<file path="src/rtl/mult_iter_param.sv">
// Iterative radix-2^STEP_BITS multiplier for MULT/MULTU, with busy/flush handshake.
// Optional MULT_EARLY_TERM_EN: finish as soon as the remaining multiplier bits are zero.
module mult_iter_param #(
    parameter int WIDTH     = 32,
    parameter int STEP_BITS = 8
) (
    input  logic             clk,
    input  logic             reset,
    input  logic             valid_in,
    input  logic             sign,
    input  logic             flush,
    input  logic [WIDTH-1:0] src_a,
    input  logic [WIDTH-1:0] src_b,
    output logic             busy,
    output logic             valid_out,
    output logic [WIDTH-1:0] hi,
    output logic [WIDTH-1:0] lo
);

    localparam int K  = WIDTH / STEP_BITS;
    localparam int PW = 2 * WIDTH;
    localparam int CW = $clog2(K + 1);

    typedef enum logic {
        IDLE = 1'b0,
        RUN  = 1'b1
    } state_t;

    state_t            state_q, state_d;
    logic [PW-1:0]     mc_q, mc_d;
    logic [WIDTH-1:0]  mp_q, mp_d;
    logic [PW-1:0]     acc_q, acc_d;
    logic [CW-1:0]     count_q, count_d;
    logic              neg_q, neg_d;
    logic              valid_out_q, valid_out_d;
    logic [WIDTH-1:0]  hi_q, hi_d;
    logic [WIDTH-1:0]  lo_q, lo_d;

    logic [WIDTH-1:0]  abs_a;
    logic [WIDTH-1:0]  abs_b;
    logic [PW-1:0]     step_ext;
    logic [PW-1:0]     pp;
    logic [PW-1:0]     acc_next;
    logic [PW-1:0]     result;
    logic              early;
    logic              done;

    // Operand magnitudes and the partial product for the current multiplier digit
    always_comb begin
        abs_a    = (sign && src_a[WIDTH-1]) ? -src_a : src_a;
        abs_b    = (sign && src_b[WIDTH-1]) ? -src_b : src_b;
        step_ext = {{(PW-STEP_BITS){1'b0}}, mp_q[STEP_BITS-1:0]};
        pp       = step_ext * mc_q;
    end

    // Next-state, datapath update and completion; flush overrides everything
    always_comb begin
        state_d     = state_q;
        mc_d        = mc_q;
        mp_d        = mp_q;
        acc_d       = acc_q;
        count_d     = count_q;
        neg_d       = neg_q;
        valid_out_d = 1'b0;
        hi_d        = hi_q;
        lo_d        = lo_q;
        acc_next    = acc_q;
        result      = '0;
        early       = 1'b0;
        done        = 1'b0;

        unique case (state_q)
            IDLE: begin
                if (valid_in && !flush) begin
                    state_d = RUN;
                    mc_d    = {{WIDTH{1'b0}}, abs_a};
                    mp_d    = abs_b;
                    acc_d   = '0;
                    count_d = '0;
                    neg_d   = sign & (src_a[WIDTH-1] ^ src_b[WIDTH-1]);
                end
            end
            RUN: begin
`ifdef MULT_EARLY_TERM_EN
                early = (mp_q == '0);
`else
                early = 1'b0;
`endif
                if (early) begin
                    acc_next = acc_q;
                    done     = 1'b1;
                end else begin
                    acc_next = acc_q + pp;
                    mp_d     = mp_q >> STEP_BITS;
                    mc_d     = mc_q << STEP_BITS;
                    count_d  = count_q + CW'(1);
                    done     = (count_q == CW'(K - 1));
                end
                acc_d = acc_next;
                if (done) begin
                    state_d     = IDLE;
                    result      = neg_q ? -acc_next : acc_next;
                    hi_d        = result[PW-1:WIDTH];
                    lo_d        = result[WIDTH-1:0];
                    valid_out_d = 1'b1;
                end
            end
            default: begin
                state_d = IDLE;
            end
        endcase

        if (flush) begin
            state_d     = IDLE;
            valid_out_d = 1'b0;
            hi_d        = hi_q;
            lo_d        = lo_q;
            acc_d       = '0;
            count_d     = '0;
        end
    end

    // State and datapath registers
    always_ff @(posedge clk) begin
        if (reset) begin
            state_q     <= IDLE;
            mc_q        <= '0;
            mp_q        <= '0;
            acc_q       <= '0;
            count_q     <= '0;
            neg_q       <= 1'b0;
            valid_out_q <= 1'b0;
            hi_q        <= '0;
            lo_q        <= '0;
        end else begin
            state_q     <= state_d;
            mc_q        <= mc_d;
            mp_q        <= mp_d;
            acc_q       <= acc_d;
            count_q     <= count_d;
            neg_q       <= neg_d;
            valid_out_q <= valid_out_d;
            hi_q        <= hi_d;
            lo_q        <= lo_d;
        end
    end

    assign busy      = (state_q == RUN);
    assign valid_out = valid_out_q;
    assign hi        = hi_q;
    assign lo        = lo_q;

endmodule

</file>
<file path="config.mk">
export PLATFORM = sky130hd
export DESIGN_NAME = mult_iter_param
export DESIGN_NICKNAME = d
export VERILOG_FILES = /design/src/rtl/mult_iter_param.sv
export SDC_FILE = /design/constraint.sdc
export NUM_CORES = 2
export LEC_CHECK = 0
export ABC_AREA = 1
export BUFFER_PORTS_ARGS = -buffer_cell sky130_fd_sc_hd__buf_2
export CAP_MARGIN = 10
export CORE_MARGIN = 1.5
export CORE_UTILIZATION = 45
export DETAILED_ROUTE_END_ITERATION = 8
export GPL_ROUTABILITY_DRIVEN = 1
export PLACE_DENSITY = 0.6
export SLEW_MARGIN = 20
export SYNTH_ARGS = -nofsm -noshare
export SYNTH_HDL_FRONTEND = slang
export SYNTH_SLANG_ARGS = --single-unit
</file>
<file path="constraint.sdc">
create_clock -name clk -period 7.3 [get_ports clk]
set_input_delay 1.095 -clock clk [delete_from_list [all_inputs] [get_ports clk]]
set_output_delay 1.095 -clock clk [all_outputs]
set_load 0.02 [all_outputs]
</file>
---- After elaboration in Yosys (flattened, before gate mapping) ----
Index checks and enable logic that the tools add are counted.
storage, ports and cells
  flip-flop bits (word level) ............. 230
  input port bits ......................... 69
  logic and storage cells ................. 46
cells by class
  $add $sub $neg .......................... 5
  multipliers ............................. 1
  eq/ne operators ......................... 2
  muxes and demuxes ....................... 17
  bitwise operators ....................... 4
  reductions and logical operators ........ 8
operators with widths
  operator                                                                number
  64-bit 2-to-1 mux                                                       4
  64-bit one-hot mux with 2 select lines                                  2
  32-bit 2-to-1 mux                                                       3
  64-bit adder                                                            1
  8-bit by 64-bit multiplier with 64-bit output                           1
  32-bit negator                                                          2
  64-bit negator                                                          1
  32-bit one-hot mux with 2 select lines                                  1
  3-bit one-hot mux with 2 select lines                                   1
  1-bit 2-to-1 mux                                                        4
  3-bit by 1-bit adder with 3-bit output (second input constant)          1
  3-bit by 2-bit equality test with 1-bit output (second input constant)  1
  1-bit logical AND                                                       3
  3-bit 2-to-1 mux                                                        1
  3-bit AND reduction                                                     1
  3-bit OR reduction                                                      1
  2-bit inequality test (second input constant)                           1
  1-bit inverter                                                          2
  1-bit one-hot mux with 2 select lines                                   1
  2-bit AND reduction                                                     1
  2-bit OR reduction                                                      1
  1-bit bitwise AND                                                       1
  1-bit zero test                                                         1
  1-bit XOR                                                               1

---- Longest topological paths before layout ----
  word-level depth ........................ 5
  mapped depth ............................ 36
  gate-level depth less buffers ........... 34

---- Worst setup path before layout ----
No wires, ideal clock.
  kind .................................... reg2reg
  start point ............................. register mp_q[6]
  end point ............................... register hi_q[21] (netlist: hi[21])
  library setup time ...................... 0.109 ns
  arrival time ............................ 5.374 ns
  data required time ...................... 7.191 ns
  slack ................................... 1.817 ns
  cell stages (with the launch flop) ...... 34
  cells stage by stage .................... dfxtp_1 -> clkbuf_1 -> clkbuf_1 -> clkbuf_1 -> nand2_1 -> fa_1 -> fa_1 -> inv_1 -> fa_1 -> inv_1 -> fa_1 -> inv_1 -> ha_1 -> nand2_1 -> nor2_2 -> nand2_2 -> nand3_2 -> nand2_2 -> nand2_2 -> nand2_1 -> nor2_4 -> nand2_2 -> nor2_4 -> nand2_2 -> nor2_4 -> nand3_2 -> nand2_2 -> nand3_4 -> nor2_4 -> nand2_1 -> nand2_1 -> nand3_1 -> nand2_1 -> inv_1
between the ends
  longest elaborated chain between the ends .. 5
ends and longest elaborated chain
  item                                             RTL line  RTL
  from (decl)                                      31        logic [WIDTH-1:0] mp_q, mp_d;
  from (signal assigned)                           138       mp_q <= mp_d;
  8-bit by 64-bit multiplier with 64-bit output *  53        pp = step_ext * mc_q;
  64-bit adder *                                   93        acc_next = acc_q + pp;
  64-bit 2-to-1 mux *                              72        unique case (state_q)
  64-bit negator                                   102       result = neg_q ? -acc_next : acc_next;
  64-bit 2-to-1 mux *                              102
  to (signal assigned)                             143       hi_q <= hi_d;
  to (decl)                                        36        logic [WIDTH-1:0] hi_q, hi_d;
Every way passes the cells marked *; elsewhere a longest branch is shown, timed or not. The select of a mux whose other input is x is not followed.
A chain may end at the register's enable or synchronous reset.

---- Worst setup path in the final report ----
  start point ............................. register mp_q[6]
  end point ............................... register hi_q[29] (netlist: hi[29])
The elaborated chain is that of the path after synthesis.

==> results.json <==
{
  "ctsResizeCount": 0,
  "cp_slowest_stage_delay_ns": 0.84,
  "fin_worst_skew_ns": 0.02964,
  "power_density_nw_per_um2": 112.3,
  "row_count": 96,
  "grt_util_met1_pct": 40.21,
  "postCtsSetupBuffers": 0,
  "grt_pass1_wl_um": 155900,
  "grt_pass1_vias": 28339,
  "regToRegStartpoint": "mp_q[6]",
  "clockRootBuffer": "clkbuf_16",
  "synth_nets": 5425,
  "drtAntennaViolNets": 0,
  "dpl.cell_count": 5750,
  "cts_tree": "yes",
  "fmax_ghz": 0.1501,
  "ys_seq_elements": 230,
  "cts_inserted_buffers": 34,
  "required_ns": 7.77,
  "multi_input_area_um2": 21280,
  "layoutNonFillerInstCount": 5811,
  "yosys.cell_types.count": 46,
  "ctsHoldBuffers": 0,
  "diodes": 0,
  "tns_ns": 0,
  "drv_cap": 0,
  "worstMarginPinSlew_ns": 1.059,
  "hp-start": "acc_q[1]",
  "clock_path_buffers": 3,
  "worstPathMaxFanout": 34,
  "leakage_nw": 19.69,
  "start_util_pct": 45.55,
  "wl_per_cell_um": 16.61,
  "die_w_um": 266.7,
  "hold_viol": 0,
  "grt-ovfl-total": 0,
  "period_needed_ns": 6.662,
  "antenna_found_initial": 0,
  "drv_slew": 0,
  "top_usage_layer": "met2",
  "clkSlewWorstSetupHoldPaths_ns": 0.06,
  "nFillCells": 7332,
  "start_kind": "register",
  "holdCritPathClass": "reg2reg",
  "io-pin-count": 135,
  "grt_usage_pct": 27.97,
  "cts_sinks": 230,
  "rsz0062_at_grt": "false",
  "ys_seq_area_share_pct": 14.71,
  "setup_viol": 0,
  "grt_start_max_net_pins": 87,
  "vias": 28877,
  "first_pass_iters": 7,
  "drive_gt1_share_pct": 6.742,
  "vias_per_cell": 4.969,
  "portBuffers": 134,
  "crit_top_cell": "nand2_1",
  "hold_slack_ns": 0.4572,
  "gp_congestion": 1.017,
  "grt_util_met2_pct": 43.49,
  "synth_area_um2": 31290,
  "cp-end-kind": "register",
  "fin_nets": 5412,
  "insertion_delay_ns": 0.58,
  "cts_max_level": 2,
  "vdd_drop_max_v": 0.0001544,
  "first_iter_violations": 2098,
  "place_hpwl_um": 77510,
  "post_dp_cell_area_um2": 32630,
  "avgSynthCellArea_um2": 6.428,
  "synthCells": 4868,
  "seq_area_um2": 4619,
  "fin_crit_sh_pct": 91.26,
  "final_common_cell": "nand2_1",
  "cp-startpoint": "mp_q[6]",
  "design_area_um2": 33820,
  "path_class": "reg2reg",
  "drc": 0,
  "die_h_um": 266.7,
  "die-area_um2": 71130,
  "status": "completed",
  "use_met3_pct": 5.157,
  "area_delta_synth_final_pct": 8.068,
  "cp.arrival_ns": 7.13,
  "slowest_stage": "dfxtp_2",
  "mostFrequentLayoutCells": "nand2_1, inv_1, fa_1",
  "core_um2": 68710,
  "ys_warn_count": 0,
  "finalWirelength_um": 96510,
  "slew_headroom_pct": 29.20
}
critical path, delay by kind of cell, from the launching register on:
kind                     cells  cell delay, ns
adder cells (fa/ha/maj)      5            2.49
AND/OR/NAND/NOR             18            1.98
flip-flops                   1            0.84
XOR/XNOR                     1            0.83
buffers and inverters        5            0.38
synth_stat cells, drive strengths merged:
master   instances  area share [%]
o21ai           84             1.4
a21oi          221             3.6
o2111ai          1           0.028
nand3          186             3.2
nor2           319             4.2
and2             1           0.020
nand4           46            0.92
fa             410              26
xor2            40             1.1
o21bai          13            0.35
o211ai           8            0.19
nand2         1614              20
o22ai            1           0.020
inv           1237              15
a31oi           45            0.90
nor4             7            0.14
nor3b            1           0.024
a21boi           1           0.024
nor3            30            0.62
o221ai          18            0.50
dfxtp          230              15
a21o             2           0.048
clkinv           2           0.024
o31ai            5            0.12
nand3b          31            0.74
or2              9            0.18
a211oi           2           0.048
xnor2           22            0.62
clkbuf         180             2.2
buf             24            0.31
ha              78             3.1
cells by family (layout without fill, tap and decap cells):
group	Yosys count	count (layout)	share of synthesized area [%]
simple gates	2244	2244	29.70
buf+inv	1443	1455	17.33
fa+ha+maj	488	488	29.35
xor+xnor	62	62	1.735
compound gates	401	401	7.181
flops	230	230	14.71
area by class of cell:
class | instances | area share [%]
repair buffers | 155 | 2.679
flip-flops and latches | 230 | 13.66
clock inverters | 19 | 0.7362
clock buffers | 42 | 2.786
multi-input cells | 3195 | 62.94
well taps | 931 | 3.444
inverters | 1239 | 13.76
report_power, final:
group | switching [mW] | internal (mW)
sequential | 0.0674 | 1.28
clock | 0.715 | 1.04
combinational | 0.475 | 0.215
total | 1.26 | 2.54
metrics by stage:
step           power (mW)  utilization, %  setup WS, ns
2_1_floorplan       1.828               -         1.817
3_3_place_gp        2.056           47.49        0.7717
3_5_place_dp        2.055           47.49        0.8166
4_1_cts             3.836           49.22        0.7569
5_1_grt             3.971           49.22        0.3109
6_report            3.796           49.22        0.6381
flip-flops by register name, summed over array words and instances (netlist names):
name / flops
acc_q: 64
mc_q: 64
hi: 32
lo: 32
mp_q: 32
count_q: 3
busy: 1
neg_q: 1
valid_out: 1
routing by layer:
metal  wire length (um)  vias to the layer above  share of wire (%)
met5                  0                        -                  0
met4               1999                        0                2.1
met3               7562                      117                7.8
met2              42260                      814                 44
met1              44680                    13763                 46
li1                   -                    14183                  -
final timing paths:
kind         endpoint  slack, ns  cells past startpoint
max            hi[29]       0.64                     29
min          acc_q[1]       0.46                      2
max reg2reg    hi[29]       0.64                     29
min reg2reg  acc_q[1]       0.46                      2
Note: power is estimated with default switching activity, not from simulation.
